File: src/rtl/m68k_bus_pkg.sv
// Shared state encoding, E-clock constants and command record for the
// 68000 bus initiator.
package m68k_bus_pkg;

    typedef enum logic [3:0] {
        IDLE, S0, S1, S2, S3, S4, S5, S6, S7, EWAIT, EVMA
    } bus_state_t;

    localparam int E_PERIOD      = 20;
    localparam int E_RISE        = 12;
    localparam int IACK_VEC_BASE = 24;
    localparam logic [2:0] FC_IACK = 3'b111;

    typedef struct packed {
        logic        we;
        logic        iack;
        logic [23:1] addr;
        logic [1:0]  ds;
        logic [2:0]  fc;
        logic [15:0] wdata;
    } bus_cmd_t;

    // Autovector number for an interrupt level.
    function automatic logic [15:0] iack_vector(input logic [2:0] level);
        return 16'(IACK_VEC_BASE) + {13'b0, level};
    endfunction

endpackage

File: src/rtl/m68k_eclk.sv
// Half-clock phase divider and free-running 6800 E-phase counter.
module m68k_eclk
    import m68k_bus_pkg::*;
(
    input  logic       clk32,
    input  logic       res,
    output logic       tick,
    output logic [4:0] ecnt,
    output logic       e
);

    logic ph;

    always_ff @(posedge clk32 or posedge res) begin
        if (res) begin
            ph   <= 1'b0;
            ecnt <= '0;
        end else begin
            ph <= ~ph;
            if (ph)
                ecnt <= (ecnt == 5'(E_PERIOD - 1)) ? 5'd0 : ecnt + 5'd1;
        end
    end

    assign tick = ph;
    assign e    = (ecnt >= 5'(E_RISE));

endmodule

File: src/rtl/m68k_bus_initiator.sv
// 68000 bus-cycle initiator: normal asynchronous, 6800-style VPA/VMA and
// autovectored interrupt-acknowledge cycles driven from one command port.
module m68k_bus_initiator
    import m68k_bus_pkg::*;
#(
    parameter int TIMEOUT_TICKS = 250,
    parameter int VMA_AT        = 8
) (
    input  logic        clk32,
    input  logic        res,
    input  logic        cmd_req,
    input  logic        cmd_we,
    input  logic        cmd_iack,
    input  logic [23:1] cmd_addr,
    input  logic [1:0]  cmd_ds,
    input  logic [2:0]  cmd_fc,
    input  logic [15:0] cmd_wdata,
    output logic        ack,
    output logic [15:0] rsp_rdata,
    output logic        rsp_err,
    output logic        rsp_auto,
    output logic        AS_N,
    output logic        UDS_N,
    output logic        LDS_N,
    output logic        RW,
    output logic [2:0]  FC,
    output logic [23:1] A,
    output logic [15:0] DOUT,
    output logic        DOE,
    input  logic [15:0] DIN,
    input  logic        DTACK_N,
    input  logic        BERR_N,
    input  logic        VPA_N,
    output logic        VMA_N,
    output logic        E
);

    localparam int WCNT_W = $clog2(TIMEOUT_TICKS + 1);

    logic              tick;
    logic [4:0]        ecnt;
    bus_state_t        state, state_nxt;
    bus_cmd_t          cmd, cmd_nxt;
    logic [WCNT_W-1:0] wcnt, wcnt_nxt;
    logic              as_nxt, uds_nxt, lds_nxt, rw_nxt, doe_nxt, vma_nxt, ack_nxt;
    logic              err_nxt, auto_nxt;
    logic [2:0]        fc_nxt;
    logic [23:1]       a_nxt;
    logic [15:0]       dout_nxt, rdata_nxt;

    m68k_eclk u_eclk (
        .clk32 (clk32),
        .res   (res),
        .tick  (tick),
        .ecnt  (ecnt),
        .e     (E)
    );

    always_ff @(posedge clk32 or posedge res) begin
        if (res) begin
            state     <= IDLE;
            cmd       <= '0;
            wcnt      <= '0;
            AS_N      <= 1'b1;
            UDS_N     <= 1'b1;
            LDS_N     <= 1'b1;
            RW        <= 1'b1;
            VMA_N     <= 1'b1;
            FC        <= '0;
            A         <= '0;
            DOUT      <= '0;
            DOE       <= 1'b0;
            ack       <= 1'b0;
            rsp_rdata <= '0;
            rsp_err   <= 1'b0;
            rsp_auto  <= 1'b0;
        end else begin
            state     <= state_nxt;
            cmd       <= cmd_nxt;
            wcnt      <= wcnt_nxt;
            AS_N      <= as_nxt;
            UDS_N     <= uds_nxt;
            LDS_N     <= lds_nxt;
            RW        <= rw_nxt;
            VMA_N     <= vma_nxt;
            FC        <= fc_nxt;
            A         <= a_nxt;
            DOUT      <= dout_nxt;
            DOE       <= doe_nxt;
            ack       <= ack_nxt;
            rsp_rdata <= rdata_nxt;
            rsp_err   <= err_nxt;
            rsp_auto  <= auto_nxt;
        end
    end

    always_comb begin
        state_nxt = state;
        cmd_nxt   = cmd;
        wcnt_nxt  = wcnt;
        as_nxt    = AS_N;
        uds_nxt   = UDS_N;
        lds_nxt   = LDS_N;
        rw_nxt    = RW;
        vma_nxt   = VMA_N;
        fc_nxt    = FC;
        a_nxt     = A;
        dout_nxt  = DOUT;
        doe_nxt   = DOE;
        ack_nxt   = 1'b0;
        rdata_nxt = rsp_rdata;
        err_nxt   = rsp_err;
        auto_nxt  = rsp_auto;
        if (tick) begin
            unique case (state)
                IDLE: if (cmd_req) begin
                    // An interrupt acknowledge is a lower-byte read regardless of the request.
                    cmd_nxt.we    = cmd_we & ~cmd_iack;
                    cmd_nxt.iack  = cmd_iack;
                    cmd_nxt.addr  = cmd_addr;
                    cmd_nxt.ds    = cmd_iack ? 2'b01 : cmd_ds;
                    cmd_nxt.fc    = cmd_fc;
                    cmd_nxt.wdata = cmd_wdata;
                    wcnt_nxt      = '0;
                    rdata_nxt     = '0;
                    err_nxt       = 1'b0;
                    auto_nxt      = 1'b0;
                    state_nxt     = S0;
                end
                S0: begin
                    a_nxt     = cmd.iack ? {20'hFFFFF, cmd.addr[3:1]} : cmd.addr;
                    fc_nxt    = cmd.iack ? FC_IACK : cmd.fc;
                    state_nxt = S1;
                end
                S1: begin
                    as_nxt = 1'b0;
                    if (cmd.we) begin
                        rw_nxt = 1'b0;
                    end else begin
                        uds_nxt = ~cmd.ds[1];
                        lds_nxt = ~cmd.ds[0];
                    end
                    state_nxt = S2;
                end
                S2: begin
                    if (cmd.we) begin
                        dout_nxt = cmd.wdata;
                        doe_nxt  = 1'b1;
                    end
                    state_nxt = S3;
                end
                S3: begin
                    if (cmd.we) begin
                        uds_nxt = ~cmd.ds[1];
                        lds_nxt = ~cmd.ds[0];
                    end
                    state_nxt = S4;
                end
                S4: begin
                    if (!BERR_N) begin
                        err_nxt   = 1'b1;
                        state_nxt = S7;
                    end else if (!DTACK_N) begin
                        state_nxt = S5;
                    end else if (!VPA_N) begin
                        state_nxt = EWAIT;
                    end else if (wcnt == WCNT_W'(TIMEOUT_TICKS - 1)) begin
                        err_nxt   = 1'b1;
                        state_nxt = S7;
                    end else begin
                        wcnt_nxt = wcnt + 1'b1;
                    end
                end
                S5: state_nxt = S6;
                S6: begin
                    if (!cmd.we)
                        rdata_nxt = DIN;
                    state_nxt = S7;
                end
                EWAIT: if (ecnt == 5'(VMA_AT)) begin
                    vma_nxt   = 1'b0;
                    state_nxt = EVMA;
                end
                EVMA: if (ecnt == 5'(E_PERIOD - 1)) begin
                    auto_nxt = 1'b1;
                    if (cmd.iack)
                        rdata_nxt = iack_vector(cmd.addr[3:1]);
                    else if (!cmd.we)
                        rdata_nxt = DIN;
                    state_nxt = S7;
                end
                S7: begin
                    rw_nxt    = 1'b1;
                    doe_nxt   = 1'b0;
                    ack_nxt   = 1'b1;
                    state_nxt = IDLE;
                end
                default: state_nxt = IDLE;
            endcase
            // Every path into S7 releases the strobes on the same tick.
            if (state_nxt == S7 && state != S7) begin
                as_nxt  = 1'b1;
                uds_nxt = 1'b1;
                lds_nxt = 1'b1;
                vma_nxt = 1'b1;
            end
        end
    end

endmodule

File: config.mk
export PLATFORM = sky130hd
export DESIGN_NAME = m68k_bus_initiator
export DESIGN_NICKNAME = d
export VERILOG_FILES = /design/src/rtl/m68k_bus_pkg.sv /design/src/rtl/m68k_eclk.sv /design/src/rtl/m68k_bus_initiator.sv
export SDC_FILE = /design/constraint.sdc
export NUM_CORES = 1
export LEC_CHECK = 0
export CORE_AREA = 2 2 116 118
export CTS_CLUSTER_DIAMETER = 100
export CTS_CLUSTER_SIZE = 30
export DETAILED_ROUTE_END_ITERATION = 8
export DIE_AREA = 0 0 118 120
export GPL_TIMING_DRIVEN = 0
export PLACE_DENSITY = 0.73
export SLEW_MARGIN = 15
export SYNTH_ARGS = -nofsm -noshare
export SYNTH_HDL_FRONTEND = slang
export SYNTH_SLANG_ARGS = --single-unit
File: constraint.sdc
create_clock -name clk32 -period 4.96 [get_ports clk32]
set_clock_uncertainty 0.15 [all_clocks]
set_input_delay 0.496 -clock clk32 [delete_from_list [all_inputs] [get_ports clk32]]
set_output_delay 0.496 -clock clk32 [all_outputs]
set_load 0.02 [all_outputs]
Yosys cells after proc, flatten, opt, wreduce, memory -nomap -nowiden
Cells that the tools add are included.
- muxes and demuxes: 51
- $add $sub $neg: 3
- reduce and logical (&&, ||, !) cells: 23
- equality and inequality tests: 28
- magnitude comparators: 1
- bitwise logic cells: 5
- operator list (operator ; number):
    $mux 16 ; 4
    $pmux 16 s3 ; 1
    $mux 8 ; 5
    $pmux 4 s10 ; 1
    $mux 4 ; 8
    $mux 23 ; 1
    $mux 1 ; 21
    $eq 4x3->1 const B ; 4
    $eq 4x4->1 const B ; 4
    $ne 2x2->1 const B ; 8
    $pmux 8 s2 ; 1
    $ne 3x3->1 const B ; 5
    $reduce_and 3->1 ; 5
    $reduce_bool 2->1 ; 7
    $pmux 1 s2 ; 6
    $reduce_and 4->1 ; 3
    $add 8x1->8 const B ; 1
    $eq 4x2->1 const B ; 2
    $eq 8x8->1 const B ; 1
    $reduce_and 7->1 ; 1
    $add 5x3->6 const A ; 1
    $reduce_and 6->1 ; 1
    $reduce_bool 3->1 ; 2
    $add 5x1->5 const B ; 1
    other kinds (13) ; 17
- register bits after elaboration: 131
- input port bits: 68
- word-level logic and storage cells: 134
- output and inout port bits: 68

Longest topological paths before layout
Gate-level depths: netlist (run 1).
- depth after elaboration: 11
- mapped depth: 8
- mapped depth without buffers: 7

Hierarchy
Synthesis (run 1) repeated with hierarchy kept, for this count alone.
- cells, all modules: 568
- area, all modules: 5659.2 um^2
- by module, submodules not included (module ; cells each ; instances ; seq. area each (um^2) ; area each (um^2)):
    m68k_bus_initiator ; 539 ; 1 ; 3134.3 ; 5355.1
    m68k_eclk ; 29 ; 1 ; 150.1 ; 304.0

Least setup slack after synthesis (run 1)
Ideal clock, no wire load.
- path type: reg2reg
- from: register state[3]
- to: register rsp_rdata[10]
- arrival: 1877 ps
- path slack: 2812 ps
- cell stages (with the launch flop): 8
- setup time: 121 ps
- clock period less this slack: 2148 ps
- path buffers: 2
- required time: 4689 ps
- path through: dfrtp_1 > buf_6 > or3b_1 > a211o_1 > a211oi_4 > buf_6 > mux2i_1 > nor2_1
- longest elaborated chain between the ends: 3
- elaborated cells between the ends (all ways): 8
- classes of those cells: 4 x eq/ne; 1 x mux; 3 x reduce/logical
- RTL lines (element ; RTL line ; RTL):
    from (decl) ; m68k_bus_initiator.sv:42 ; bus_state_t state, state_nxt;
    from (signal assigned) ; m68k_bus_initiator.sv:78 ; state <= state_nxt;
    $eq 4x4->1 (tied with other cells) ; m68k_bus_initiator.sv:115 ; unique case (state)
    $ne 2x2->1 (no source line) / $reduce_bool 3->1 (equally long branches) ; n/a ;
    $reduce_and 4->1 (no source line) ; n/a ;
    to (signal assigned) ; m68k_bus_initiator.sv:91 ; rsp_rdata <= rdata_nxt;
    to (decl) ; m68k_bus_initiator.sv:19 ; output logic [15:0] rsp_rdata,
Several ways; a longest one is shown, not always the timed one.
A chain may end at the register's enable or synchronous reset.

Worst setup path after layout (run 1)
- from: register state[2]
- to: register DOUT[2]
- longest elaborated chain between the ends: 2
- RTL lines (element ; RTL line ; RTL):
    $eq 4x2->1 ; m68k_bus_initiator.sv:115 ;
    $reduce_and 3->1 (no source line) ; n/a ;
    to (signal assigned) ; m68k_bus_initiator.sv:88 ; DOUT <= dout_nxt;
    to (decl) ; m68k_bus_initiator.sv:28 ; output logic [15:0] DOUT,
No other way between the ends.

==> results.rst, run 1 <==
.. list-table::
   :header-rows: 1

   * - Metric
     - Value
   * - Area enclosed by the die boundary
     - around 14000 sq um
   * - Final period demand of the worst path
     - 2598 ps
   * - GP Congestion
     - 0.8897
   * - Max_cap viols
     - 0
   * - DRT Pass-1 Iters
     - 5
   * - Final core area utilization
     - 60.69%
   * - Cells taking the most area after synthesis
     - sky130_fd_sc_hd__dfrtp_1, sky130_fd_sc_hd__nand2_1, sky130_fd_sc_hd__mux2_1
   * - Final critical-path share of the clock period
     - between 50% and 60%
   * - Parity-gate share of the synthesized area counting xor and xnor cells
     - 0.1532%
   * - Cell-internal power
     - 2.990 mW
   * - DP HPWL
     - 10390 um
   * - Residual DRC count
     - 0
   * - Area occupied by multi-input gates
     - 2228 sq um
   * - CTS tree
     - done
   * - Number of nets with antenna violations after detailed routing
     - 0
   * - Pre-CTS setup slack
     - 2054 ps
   * - Area share of and/or/nand/nor cells after synthesis
     - 22.85%
   * - Synth Cell Area
     - 5717 sq um
   * - Final nets
     - 821
   * - Area share of the leading cell type in the synthesized netlist
     - 55.15%
   * - Synthesized area per cell
     - 9.624 sq um
   * - Number of distinct library cells after synthesis
     - 54
   * - H-tree levels
     - 4
   * - Clock insertion delay at the later pin of the skew report
     - approximately 420 ps
   * - Wire length of the first global-routing pass
     - roughly 24000 um
   * - Predominant post-synthesis flop cell
     - sky130_fd_sc_hd__dfrtp_1
   * - Area growth syn-to-layout
     - 37.80%
   * - Endpoints failing hold
     - 0
   * - Post-synthesis async set-or-reset flop share
     - between 90% and 100%
   * - Endpoint arrival time on the critical path
     - approximately 2800 ps
   * - Path class of the lowest-slack min-delay path
     - reg -> reg
   * - Post-synth EDFFs
     - 0
   * - Core Area
     - ~13000 sq um
   * - Total nets after synthesis
     - 666
   * - Fraction of power consumed by sequential logic
     - 36.0%
   * - Total of buffers placed on input and output ports
     - 135
   * - Total number of vias
     - 4772
   * - # Post-CTS Setup Buffers
     - 0
   * - Sw Ratio
     - 37.66%
   * - Via-to-Cell Ratio
     - around 5.1
   * - Switching power total
     - 1.806 mW
   * - Critical path class
     - reg -> reg
   * - Relative slew slack
     - 63.92%
   * - Clock power frac
     - 24.8%
   * - Required time at the worst-slack endpoint
     - 5110 ps
   * - Area of all placed cells without fillers
     - roughly 7900 sq um
   * - Die boundary width
     - 118 um
   * - Remaining global-route overflow
     - 0
   * - Share of power burned in combinational logic
     - 39.2%
   * - Final routed wire length divided by cell count
     - 15.48 um
   * - Number of clock buffers inserted by TritonCTS
     - 17
   * - Type of origin of the critical path
     - register
   * - Minimum setup slack in the final design
     - 2362 ps
   * - Maximum vdd ir drop
     - between 0.0002 and 0.0003 V
   * - Fraction of final layout cells with drive strength greater than 1
     - around 6.7%
   * - Setup-violating endpoint count in the final report
     - 0
   * - Power after layout
     - roughly 4.8 mW
   * - Filler cell count
     - 1117
   * - DR iter-0 viols
     - 314
   * - Slew Viols, Final
     - 0
   * - Most numerous cell in the Yosys netlist
     - sky130_fd_sc_hd__nand2_1
   * - Post-synthesis register bit count
     - 131
   * - Top cell type by total area after synthesis
     - sky130_fd_sc_hd__dfrtp_1
   * - Clock Sinks
     - 131
   * - Total global-route track usage
     - approximately a fifth
   * - Antenna Diode Count
     - 0
   * - Vert. Die Dim
     - 120 um
   * - Post-CTS Hold Fix Bufs
     - 0
   * - Post-synthesis mux area share
     - under 10%
   * - Portion of the post-synthesis area used by sequential elements
     - 57.45%
   * - Cell area reported after detailed placement
     - 7321 sq um
   * - Combinational family with the most area after synthesis
     - simple AND/OR/NAND/NOR gates
   * - RSZ-0062 raised after global routing
     - no
   * - Outcome
     - complete, no violations
   * - Wire length after detailed routing
     - 14520 um
   * - Synthesized instance count
     - 594
   * - Endpoint kind of the worst setup timing path
     - register
   * - Maximum fanout along the worst path
     - 10
   * - Register cell area after layout
     - roughly 3300 sq um
   * - Cell chosen for the clock root
     - sky130_fd_sc_hd__clkbuf_16
   * - Static leakage
     - around 3.6 nW
   * - Share of the synthesized area in compound gates (AO/OA/AOI/OAI)
     - 9.433%
   * - Via count of the first global-routing pass
     - 4888
   * - Synthesis warning total
     - 0
   * - Resized cells post-CTS
     - 0
   * - Clock edge transition at the registers on the reported setup and hold paths
     - 60 ps
   * - Number of top-level design ports
     - approximately 140
   * - Adder-cell share of the synthesized area
     - less than 1%
   * - Std-Cell Rows
     - 42
   * - Commonest cells in the synthesized netlist
     - sky130_fd_sc_hd__nand2_1, sky130_fd_sc_hd__dfrtp_1, sky130_fd_sc_hd__nor2_1
   * - Largest net degree at the start of global routing
     - 77
   * - Cell Pwr Density
     - 608.8 nW/um^2
   * - Actual transition at the worst max-transition pin
     - 534.1 ps
   * - CTS Buffer Depth
     - 2
   * - Number of antenna violations at the first check in global routing
     - 0
   * - Peak Freq
     - between 300 and 400 MHz
   * - Starting density of the core
     - 44.04%
-- per-stage QoR --
stage,hold slack [ps],std cells,TNS [ps]
floorplan,274.1,594,0
global placement,301.6,905,-99680
detailed placement,309.5,906,0
CTS,318.6,938,0
global route,337.5,938,0
finish,318.0,938,0
-- path summary, 6_finish.rpt --
check	from	depth (start not counted)	to	slack, ps
worst max-delay path	state[2]$_DFFE_PP0P_	6	DOUT[2]$_DFFE_PP0P_	2360
worst min-delay path	AS_N$_DFFE_PP1P_	2	AS_N$_DFFE_PP1P_	320
worst max register to register	state[2]$_DFFE_PP0P_	6	DOUT[2]$_DFFE_PP0P_	2360
worst min register to register	AS_N$_DFFE_PP1P_	2	AS_N$_DFFE_PP1P_	320
max in group asynchronous	res	3	A[6]$_DFFE_PP0P_	3550
min in group asynchronous	res	2	cmd[34]$_DFFE_PP0P_	370
-- routing by layer --
metal | global-route usage (%) | up-vias | routed length, um
met4 | 8.886 | 0 | 237
met1 | 27.53 | 2303 | 6653
met5 | 0 | - | 0
met2 | 34.81 | 154 | 6904
li1 | - | 2297 | -
met3 | 3.992 | 18 | 724
-- registers in the layout (all words and copies together), names as in the netlist, 3 cells and up --
register / count
u_eclk.ecnt: 5
A: 23
cmd: 46
FC: 3
state: 4
wcnt: 8
rsp_rdata: 16
DOUT: 16
-- critical path, cell delays in order, from the launching register on --
cell,delay [ps]
sky130_fd_sc_hd__dfrtp_1,420
sky130_fd_sc_hd__clkbuf_1,230
sky130_fd_sc_hd__nor3_1,390
sky130_fd_sc_hd__nand2_1,140
sky130_fd_sc_hd__nor2_2,430
sky130_fd_sc_hd__buf_2,370
sky130_fd_sc_hd__mux2_1,360
-- cells by family after synthesis --
kind of cell / Yosys count
multiplexers: 30
AO/OA/AOI/OAI: 85
adder cells (fa/ha/maj): 4
AND/OR/NAND/NOR: 294
XOR/XNOR: 1
buffers and inverters: 49
flip-flops: 131
-- area by class of cell --
class	instances	share of cell area, %
clock inverters	15	1.668
repair buffers	136	17.50
clock buffers	17	5.400
plain buffers	35	1.922
multi-input cells	414	28.29
inverters	14	0.7306
flip-flops and latches	131	41.69
well taps	176	2.795
-- layout by cell type (no fill, tap or decap), types with 3 or more instances in the layout --
cell | Yosys | layout
sky130_fd_sc_hd__clkdlybuf4s50_1 | 0 | 135
sky130_fd_sc_hd__and3b_1 | 3 | 3
sky130_fd_sc_hd__mux2i_1 | 11 | 11
sky130_fd_sc_hd__o31ai_1 | 5 | 5
sky130_fd_sc_hd__nor3_1 | 8 | 8
sky130_fd_sc_hd__or3_1 | 4 | 4
sky130_fd_sc_hd__ha_1 | 4 | 4
sky130_fd_sc_hd__a21o_1 | 3 | 3
sky130_fd_sc_hd__clkinvlp_4 | 0 | 4
sky130_fd_sc_hd__inv_6 | 0 | 4
sky130_fd_sc_hd__and3_1 | 5 | 5
sky130_fd_sc_hd__nor2b_1 | 6 | 6
sky130_fd_sc_hd__o211ai_1 | 3 | 3
sky130_fd_sc_hd__clkinv_2 | 0 | 5
sky130_fd_sc_hd__dfstp_2 | 5 | 5
sky130_fd_sc_hd__mux2_1 | 19 | 19
sky130_fd_sc_hd__nand2b_1 | 3 | 3
sky130_fd_sc_hd__a21oi_1 | 15 | 15
sky130_fd_sc_hd__nand3b_1 | 3 | 3
sky130_fd_sc_hd__clkbuf_16 | 0 | 17
sky130_fd_sc_hd__o21ai_0 | 14 | 14
sky130_fd_sc_hd__clkbuf_1 | 26 | 26
sky130_fd_sc_hd__dfrtp_1 | 126 | 126
sky130_fd_sc_hd__nand4_1 | 4 | 4
sky130_fd_sc_hd__inv_1 | 13 | 12
sky130_fd_sc_hd__buf_2 | 4 | 4
sky130_fd_sc_hd__o21a_1 | 3 | 3
sky130_fd_sc_hd__or3b_1 | 4 | 4
sky130_fd_sc_hd__nor2_1 | 43 | 43
sky130_fd_sc_hd__a22o_1 | 3 | 3
sky130_fd_sc_hd__o311ai_1 | 3 | 3
sky130_fd_sc_hd__buf_1 | 3 | 3
sky130_fd_sc_hd__nand3_1 | 8 | 8
sky130_fd_sc_hd__nor3b_1 | 5 | 5
sky130_fd_sc_hd__o21ai_1 | 24 | 24
sky130_fd_sc_hd__nand2_1 | 186 | 186
-- power by group through the flow --
stage          Combinational (mW)  Clock (mW)  Sequential, mW
3_5_place_dp                 1.89           0            1.74
3_3_place_gp                 1.84           0            1.72
6_report                     1.88        1.19            1.73
4_1_cts                      1.89        1.20            1.73
2_1_floorplan               0.882           0            1.94
5_1_grt                      2.07        1.24            1.78
Power figures use the tool's default switching activity.
==> run 2, diff against run 1 <==
==> constraint.sdc (replaced) <==
create_clock -name clk32 -period 2.5 [get_ports clk32]
set_clock_uncertainty 0.15 [all_clocks]
set_input_delay 0.25 -clock clk32 [delete_from_list [all_inputs] [get_ports clk32]]
set_output_delay 0.25 -clock clk32 [all_outputs]
set_load 0.02 [all_outputs]
==> results.rst, run 2 (same netlist as run 1, synthesis figures left out) <==
.. list-table::
   :header-rows: 1

   * - Metric
     - Value
   * - Outcome
     - complete, no violations
   * - Clock Sinks
     - 131 (unchanged)
   * - Remaining global-route overflow
     - 0 (unchanged)
   * - Vert. Die Dim
     - 120 um (unchanged)
   * - Final period demand of the worst path
     - 2400 ps (-198.0 ps)
   * - Maximum fanout along the worst path
     - 10 (unchanged)
   * - Static leakage
     - 3.695 nW (+1.4%)
   * - Number of flip-flops in the largest register
     - 46 (unchanged)
   * - Register cell area after layout
     - 3284 sq um (unchanged)
   * - Antenna Diode Count
     - 0 (unchanged)
   * - CTS tree
     - done
   * - Largest net degree at the start of global routing
     - 35 (-55%)
   * - Total number of vias
     - 4748 (-0.50%)
   * - Via-to-Cell Ratio
     - 5.040 (-0.93%)
   * - Number of clock buffers inserted by TritonCTS
     - 17 (unchanged)
   * - CTS Buffer Depth
     - 2 (unchanged)
   * - Final critical-path share of the clock period
     - 96.01% (+44 points)
   * - Number of top-level design ports
     - 136 (unchanged)
   * - Type of origin of the critical path
     - register
   * - GP Congestion
     - 0.9285 (+4.4%)
   * - Endpoint kind of the worst setup timing path
     - register
   * - Final routed wire length divided by cell count
     - 15.21 um (-1.7%)
   * - Starting density of the core
     - 44.04% (unchanged)
   * - H-tree levels
     - 4 (unchanged)
   * - Required time at the worst-slack endpoint
     - 2640 ps (-2470 ps)
   * - Endpoint arrival time on the critical path
     - 2540 ps (-210 ps)
   * - Actual transition at the worst max-transition pin
     - 561.2 ps (+27.11 ps)
   * - Leading cell type in the layout, fill and taps excluded
     - sky130_fd_sc_hd__nand2_1
   * - Commonest non-fill, non-tap cells in the layout
     - sky130_fd_sc_hd__nand2_1, sky130_fd_sc_hd__clkdlybuf4s50_1, sky130_fd_sc_hd__dfrtp_1
   * - Clock edge transition at the registers on the reported setup and hold paths
     - 60 ps (about the same)
   * - Register name with the most flops
     - cmd
   * - Wire length of the first global-routing pass
     - 23630 um (-0.44%)
   * - Die boundary width
     - 118 um (unchanged)
   * - Endpoints failing hold
     - 0 (unchanged)
   * - Post-CTS Hold Fix Bufs
     - 0 (unchanged)
   * - Setup-violating endpoint count in the final report
     - 0 (unchanged)
   * - Cell chosen for the clock root
     - sky130_fd_sc_hd__clkbuf_16
   * - DRT Pass-1 Iters
     - 5 (unchanged)
   * - Clock insertion delay at the later pin of the skew report
     - 420 ps (about the same)
   * - Instance count after placement with tap cells included
     - 909 (+0.33%)
   * - RSZ-0062 raised after global routing
     - yes
   * - Relative slew slack
     - 62.09% (-1.8 points)
   * - Via count of the first global-routing pass
     - 4833 (-1.1%)
   * - Total global-route track usage
     - 21.14% (about the same)
   * - Area of all placed cells without fillers
     - 8003 sq um (+1.6%)
   * - Core Area
     - 12980 sq um (unchanged)
   * - Number of nets with antenna violations after detailed routing
     - 0 (unchanged)
   * - Max_cap viols
     - 0 (unchanged)
   * - Slew Viols, Final
     - 0 (unchanged)
   * - Area growth syn-to-layout
     - 39.99%
   * - Critical path class
     - reg -> reg
   * - Final nets
     - 825 (+0.49%)
   * - Post-route non-filler standard cell count
     - 942 (+0.43%)
   * - Fraction of final layout cells with drive strength greater than 1
     - 8.094% (+1.4 points)
   * - Area enclosed by the die boundary
     - 14160 sq um (unchanged)
   * - Path class of the lowest-slack min-delay path
     - in -> async
   * - Residual DRC count
     - 0 (unchanged)
   * - Total of buffers placed on input and output ports
     - 135 (unchanged)
   * - Top Registers
     - cmd x46, A x23
   * - Number of antenna violations at the first check in global routing
     - 0 (unchanged)
   * - Cell Pwr Density
     - 1194 nW/um^2 (+96%)
   * - Filler cell count
     - 1082 (-3.1%)
   * - DR iter-0 viols
     - 312 (-0.64%)
   * - Peak Freq
     - 416.6 MHz (+8.2%)
   * - Maximum vdd ir drop
     - 0.0006860 V (+170%)
   * - DP HPWL
     - 10450 um (+0.54%)
   * - Area occupied by multi-input gates
     - 2258 sq um (+1.3%)
   * - Wire length after detailed routing
     - 14330 um (-1.3%)
   * - Std-Cell Rows
     - 42 (unchanged)
   * - Cell area reported after detailed placement
     - 7380 sq um (+0.80%)
==> run 2: critical path, cell delays in order, from the launching register on <==
cell and delay, ps:
sky130_fd_sc_hd__dfrtp_1 430, sky130_fd_sc_hd__clkbuf_2 200, sky130_fd_sc_hd__nor3_1 350, sky130_fd_sc_hd__nand2_1 170, sky130_fd_sc_hd__nor2_4 290, sky130_fd_sc_hd__clkbuf_4 320
sky130_fd_sc_hd__mux2_1 350
==> run 2: path summary, 6_finish.rpt <==
kind                            cells after the start  slack, ps                  from             endpoint
worst max-delay path                                6        100  state[2]$_DFFE_PP0P_  DOUT[4]$_DFFE_PP0P_
worst min-delay path                                2         70                   res    A[19]$_DFFE_PP0P_
worst max register to register                      6        100  state[2]$_DFFE_PP0P_  DOUT[4]$_DFFE_PP0P_
worst min register to register                      2        310      AS_N$_DFFE_PP1P_     AS_N$_DFFE_PP1P_
max in group asynchronous                           5       1160                   res  cmd[13]$_DFFE_PP0P_
min in group clk32                                  3        210          cmd_addr[21]  cmd[41]$_DFFE_PP0P_
==> run 2: cell type report <==
cell class,instances,area share (%)
plain buffers,34,1.954
clock buffers,20,5.832
clock inverters,12,1.329
inverters,14,0.7036
multi-input cells,414,28.22
flip-flops and latches,131,41.04
well taps,176,2.752
repair buffers,141,18.17
==> run 2: power by group <==
| part | internal, mW | switching, mW |
|---|---|---|
| clock network | 1.44 | 0.917 |
| logic | 1.65 | 2.13 |
| registers | 2.96 | 0.466 |
| total | 6.05 | 3.51 |
==> run 2: per-stage QoR <==
stage                     hold WS, ps  power [mW]  worst slack (ps)  utilization, %  TNS (ps)
after floorplan                 205.4       5.606             351.9               -         0
after global placement          302.2       7.056            -602.3           56.18    -76790
after detailed placement        303.1       7.189            -166.7           56.85     -2806
after CTS                       72.52       9.589             5.403           61.28         0
after global routing            120.6       10.19            -16.62           61.65    -46.82
final                           72.57       9.558             99.74           61.65         0
==> run 2: timing repair <==
item / in CTS / in global routing
setup endpoints to repair: 10 / 31
pin swaps: 0 / 1
gates cloned: 0 / 0
resized for setup: 1 / 12
buffers inserted: 0 / 2
==> run 2: per-layer routing <==
metal	part of all wire [%]	vias up	GRT usage [%]
li1	-	2299	-
met1	45	2296	27.39
met3	5.3	15	5.228
met4	1.4	0	7.756
met2	48	138	34.56
met5	0	-	0
==> run 3, diff against run 2 <==
--- a/config.mk
+++ b/config.mk
@@ -5,13 +5,17 @@
 export SDC_FILE = /design/constraint.sdc
 export NUM_CORES = 1
 export LEC_CHECK = 0
-export CORE_AREA = 2 2 116 118
+export ABC_AREA = 1
+export CELL_PAD_IN_SITES_DETAIL_PLACEMENT = 0
+export CELL_PAD_IN_SITES_GLOBAL_PLACEMENT = 1
+export CORE_AREA = 2 2 118 120
 export CTS_CLUSTER_DIAMETER = 100
 export CTS_CLUSTER_SIZE = 30
 export DETAILED_ROUTE_END_ITERATION = 8
-export DIE_AREA = 0 0 118 120
+export DIE_AREA = 0 0 120 122
+export DONT_BUFFER_PORTS = 1
 export GPL_TIMING_DRIVEN = 0
-export PLACE_DENSITY = 0.73
+export PLACE_DENSITY = 0.76
 export SLEW_MARGIN = 15
 export SYNTH_ARGS = -nofsm -noshare
 export SYNTH_HDL_FRONTEND = slang
==> results.rst, run 3 <==
.. list-table::
   :header-rows: 1

   * - Metric
     - Value
   * - Fraction of final layout cells with drive strength greater than 1
     - 7.976% (-0.12 points)
   * - Register name with the most flops
     - cmd
   * - Setup TNS after final layout
     - 0 ps (unchanged)
   * - Portion of the post-synthesis area used by sequential elements
     - 55.66% (-1.8 points)
   * - Top Registers
     - cmd x46, A x23
   * - CTS Buffer Depth
     - 2 (unchanged)
   * - Antenna Diode Count
     - 0 (unchanged)
   * - Final period demand of the worst path
     - 2238 ps (-162.7 ps)
   * - Power after layout
     - 8.971 mW (-6.1%)
   * - Cell Pwr Density
     - 1206 nW/um^2 (+0.94%)
   * - Outcome
     - complete, no violations
   * - Relative slew slack
     - 53.71% (-8.4 points)
   * - Number of clock buffers inserted by TritonCTS
     - 17 (unchanged)
   * - Clock edge transition at the registers on the reported setup and hold paths
     - 60 ps (about the same)
   * - Synthesized area per cell
     - 7.942 sq um (-17%)
   * - Number of nets with antenna violations after detailed routing
     - 0 (unchanged)
   * - Largest net degree at the start of global routing
     - 37 (+5.7%)
   * - Endpoints failing hold
     - 0 (unchanged)
   * - Static leakage
     - 3.697 nW (about the same)
   * - Max_cap viols
     - 0 (unchanged)
   * - Via count of the first global-routing pass
     - 5199 (+7.6%)
   * - Post-synthesis register bit count
     - 131 (unchanged)
   * - Required time at the worst-slack endpoint
     - 2680 ps (+40 ps)
   * - Worst R2R End
     - cmd[20]$_DFFE_PP0P_
   * - WHS
     - 17.98 ps (-54.60 ps)
   * - Minimum setup slack in the final design
     - 262.4 ps (+162.7 ps)
   * - Flop-to-flop setup slack
     - 260 ps (+160 ps)
   * - Cell chosen for the clock root
     - sky130_fd_sc_hd__clkbuf_16
   * - Synth Cell Area
     - 5901 sq um (+3.2%)
   * - Hold path cells
     - 6
   * - Predominant post-synthesis flop cell
     - sky130_fd_sc_hd__dfrtp_1
   * - Clock insertion delay at the later pin of the skew report
     - 410 ps (about the same)
   * - Maximum fanout along the worst path
     - 9 (-1)
   * - Synthesis warning total
     - 0 (unchanged)
   * - Remaining global-route overflow
     - 0 (unchanged)
   * - Leading cell type in the layout, fill and taps excluded
     - sky130_fd_sc_hd__nand2_1
   * - Final critical-path share of the clock period
     - 89.50% (-6.5 points)
   * - Type of origin of the critical path
     - register
   * - Cells taking the most area after synthesis
     - sky130_fd_sc_hd__dfrtp_1, sky130_fd_sc_hd__nand2_1, sky130_fd_sc_hd__o21ai_0
   * - Synthesized instance count
     - 743 (+25%)
   * - Endpoint arrival time on the critical path
     - 2410 ps (-130 ps)
   * - Peak Freq
     - 446.9 MHz (+7.3%)
   * - Commonest non-fill, non-tap cells in the layout
     - sky130_fd_sc_hd__nand2_1, sky130_fd_sc_hd__dfrtp_1, sky130_fd_sc_hd__o21ai_0
   * - Number of top-level design ports
     - 136 (unchanged)
   * - Pre-CTS setup slack
     - 551.8 ps (+718.5 ps)
   * - Post-synth EDFFs
     - 0 (unchanged)
   * - Total nets after synthesis
     - 815 (+22%)
   * - Residual DRC count
     - 0 (unchanged)
   * - DRT Pass-1 Iters
     - 5 (unchanged)
   * - Wire length after detailed routing
     - 15340 um (+7.0%)
   * - Startpoint of the worst register-to-register path
     - state[0]$_DFFE_PP0P_
   * - Final routed wire length divided by cell count
     - 15.04 um (-1.1%)
   * - Number of flip-flops in the largest register
     - 46 (unchanged)
   * - Die boundary width
     - 120 um (+1.7%)
   * - Total global-route track usage
     - 22.01% (+0.87 points)
   * - Final nets
     - 899 (+9.0%)
   * - Area share of the leading cell type in the synthesized netlist
     - 53.44% (-1.7 points)
   * - Via-to-Cell Ratio
     - 4.971 (-1.4%)
   * - DP HPWL
     - 10650 um (+2.0%)
   * - Hold Path Origin
     - DIN[7]
   * - Commonest cells in the synthesized netlist
     - sky130_fd_sc_hd__nand2_1, sky130_fd_sc_hd__dfrtp_1, sky130_fd_sc_hd__o21ai_0
   * - Std-Cell Rows
     - 43 (+2.4%)
   * - Endpoint kind of the worst setup timing path
     - register
   * - Slew Viols, Final
     - 0 (unchanged)
   * - Register cell area after layout
     - 3284 sq um (unchanged)
   * - Area occupied by multi-input gates
     - 2271 sq um (+0.55%)
   * - Number of distinct library cells after synthesis
     - 30 (-44%)
   * - DR iter-0 viols
     - 358 (+15%)
   * - Filler cell count
     - 1275 (+18%)
   * - H-tree levels
     - 4 (unchanged)
   * - Total of buffers placed on input and output ports
     - 0 (-100%)
   * - Path class of the lowest-slack min-delay path
     - in -> reg
   * - Vert. Die Dim
     - 122 um (+1.7%)
   * - Clock Sinks
     - 131 (unchanged)
   * - Most numerous cell in the Yosys netlist
     - sky130_fd_sc_hd__nand2_1
   * - Area growth syn-to-layout
     - 26.10%
   * - # Post-CTS Setup Buffers
     - 0 (unchanged)
   * - Setup-violating endpoint count in the final report
     - 0 (unchanged)
   * - Core Area
     - 13500 sq um (+4.0%)
   * - Starting density of the core
     - 43.69% (-0.35 points)
   * - Area enclosed by the die boundary
     - 14640 sq um (+3.4%)
   * - Total number of vias
     - 5070 (+6.8%)
   * - Post-synthesis async set-or-reset flop share
     - 100.0% (unchanged)
   * - RSZ-0062 raised after global routing
     - no
   * - Worst-case reg-to-reg path depth
     - 8 (+2)
   * - Actual transition at the worst max-transition pin
     - 687.1 ps (+125.9 ps)
   * - Hold-critical path endpoint
     - rsp_rdata[7]$_DFFE_PP0P_
   * - Wire length of the first global-routing pass
     - 25500 um (+7.9%)
   * - CTS tree
     - done
   * - Top cell type by total area after synthesis
     - sky130_fd_sc_hd__dfrtp_1
   * - Final core area utilization
     - 55.10% (-6.6 points)
   * - Number of antenna violations at the first check in global routing
     - 0 (unchanged)
   * - GP Congestion
     - 0.8853 (-4.7%)
   * - Critical path class
     - reg -> reg
   * - Maximum vdd ir drop
     - 0.0005721 V (-17%)
-- run 3: changes by cell type after synthesis, moves of 6 or more --
cell,change
sky130_fd_sc_hd__a21oi_1,-10
sky130_fd_sc_hd__clkbuf_1,-9
sky130_fd_sc_hd__inv_1,+35
sky130_fd_sc_hd__mux2_1,-19
sky130_fd_sc_hd__mux2i_1,-11
sky130_fd_sc_hd__nand2_1,+128
sky130_fd_sc_hd__nand3_1,+21
sky130_fd_sc_hd__nor2_1,+16
sky130_fd_sc_hd__nor2b_1,-6
sky130_fd_sc_hd__o21ai_0,+70
sky130_fd_sc_hd__o21ai_1,-20
-- run 3: stage by stage --
stage	cell area, sq um	cells
after floorplan	5904	743
after global placement	6130	923
after detailed placement	6225	927
after CTS	7441	1020
after global routing	7441	1020
final	7441	1020
-- run 3: repair_timing --
item	in CTS	in global routing
hold buffers	61	0
endpoints found under the setup margin	0	0
hold endpoints to repair	146	0
resized for setup	0	0
-- run 3: layer usage --
layer	vias to the layer above	global-route usage, %	wire, um
met4	0	8.603	268
met2	172	34.66	7144
met5	-	0	0
met1	2375	28.39	6805
li1	2498	-	-
met3	25	6.976	1118
-- run 3: final cells by class --
type                            count  share of cell area (%)
Sequential cell                   131                   44.14
Multi-Input combinational cell    528                   30.52
Timing Repair Buffer               65                   9.484
Clock buffer                       21                   6.457
Tap cell                          180                   3.027
Inverter                           54                   2.825
Buffer                             30                   1.866
Clock inverter                     11                   1.682
-- run 3: critical path, stage by stage (launching register included) --
cell and delay [ps]:
sky130_fd_sc_hd__dfrtp_1 460, sky130_fd_sc_hd__nor2_1 180, sky130_fd_sc_hd__nand3_1 170, sky130_fd_sc_hd__nor2_2 170
sky130_fd_sc_hd__inv_2 120, sky130_fd_sc_hd__nor2_1 190, sky130_fd_sc_hd__nand2_1 70, sky130_fd_sc_hd__dlygate4sd3_1 550
sky130_fd_sc_hd__o21ai_0 70
-- run 3: worst max-delay path by stage --
stage                                     from                  endpoint  slack [ps]  cells past startpoint
after floorplan                            res         A[10]$_DFFE_PP0P_         480                      1
after global placement                     res         A[16]$_DFFE_PP0P_        -230                      1
after detailed placement   cmd[45]$_DFFE_PP0P_  rsp_rdata[2]$_DFFE_PP0P_         550                      7
after CTS                 state[2]$_DFFE_PP0P_       cmd[20]$_DFFE_PP0P_         250                      8
after global routing      state[2]$_DFFE_PP0P_       cmd[45]$_DFFE_PP0P_           3                      8
final                     state[0]$_DFFE_PP0P_       cmd[20]$_DFFE_PP0P_         260                      8
-- run 3: kinds of logic after synthesis --
logic type,count (synthesis),synth area share [%]
AO/OA/AOI/OAI,96,8.227
adder cells (fa/ha/maj),4,0.8482
AND/OR/NAND/NOR,421,28.37
flip-flops,131,55.66
XOR/XNOR,7,1.039
buffers and inverters,84,5.852
-- run 3: power by group --
| group | internal, mW | leakage, nW | switching (mW) |
|---|---|---|---|
| registers | 2.93 | 1.66 | 0.979 |
| logic | 0.838 | 1.74 | 1.70 |
| clock network | 1.58 | 0.296 | 0.943 |
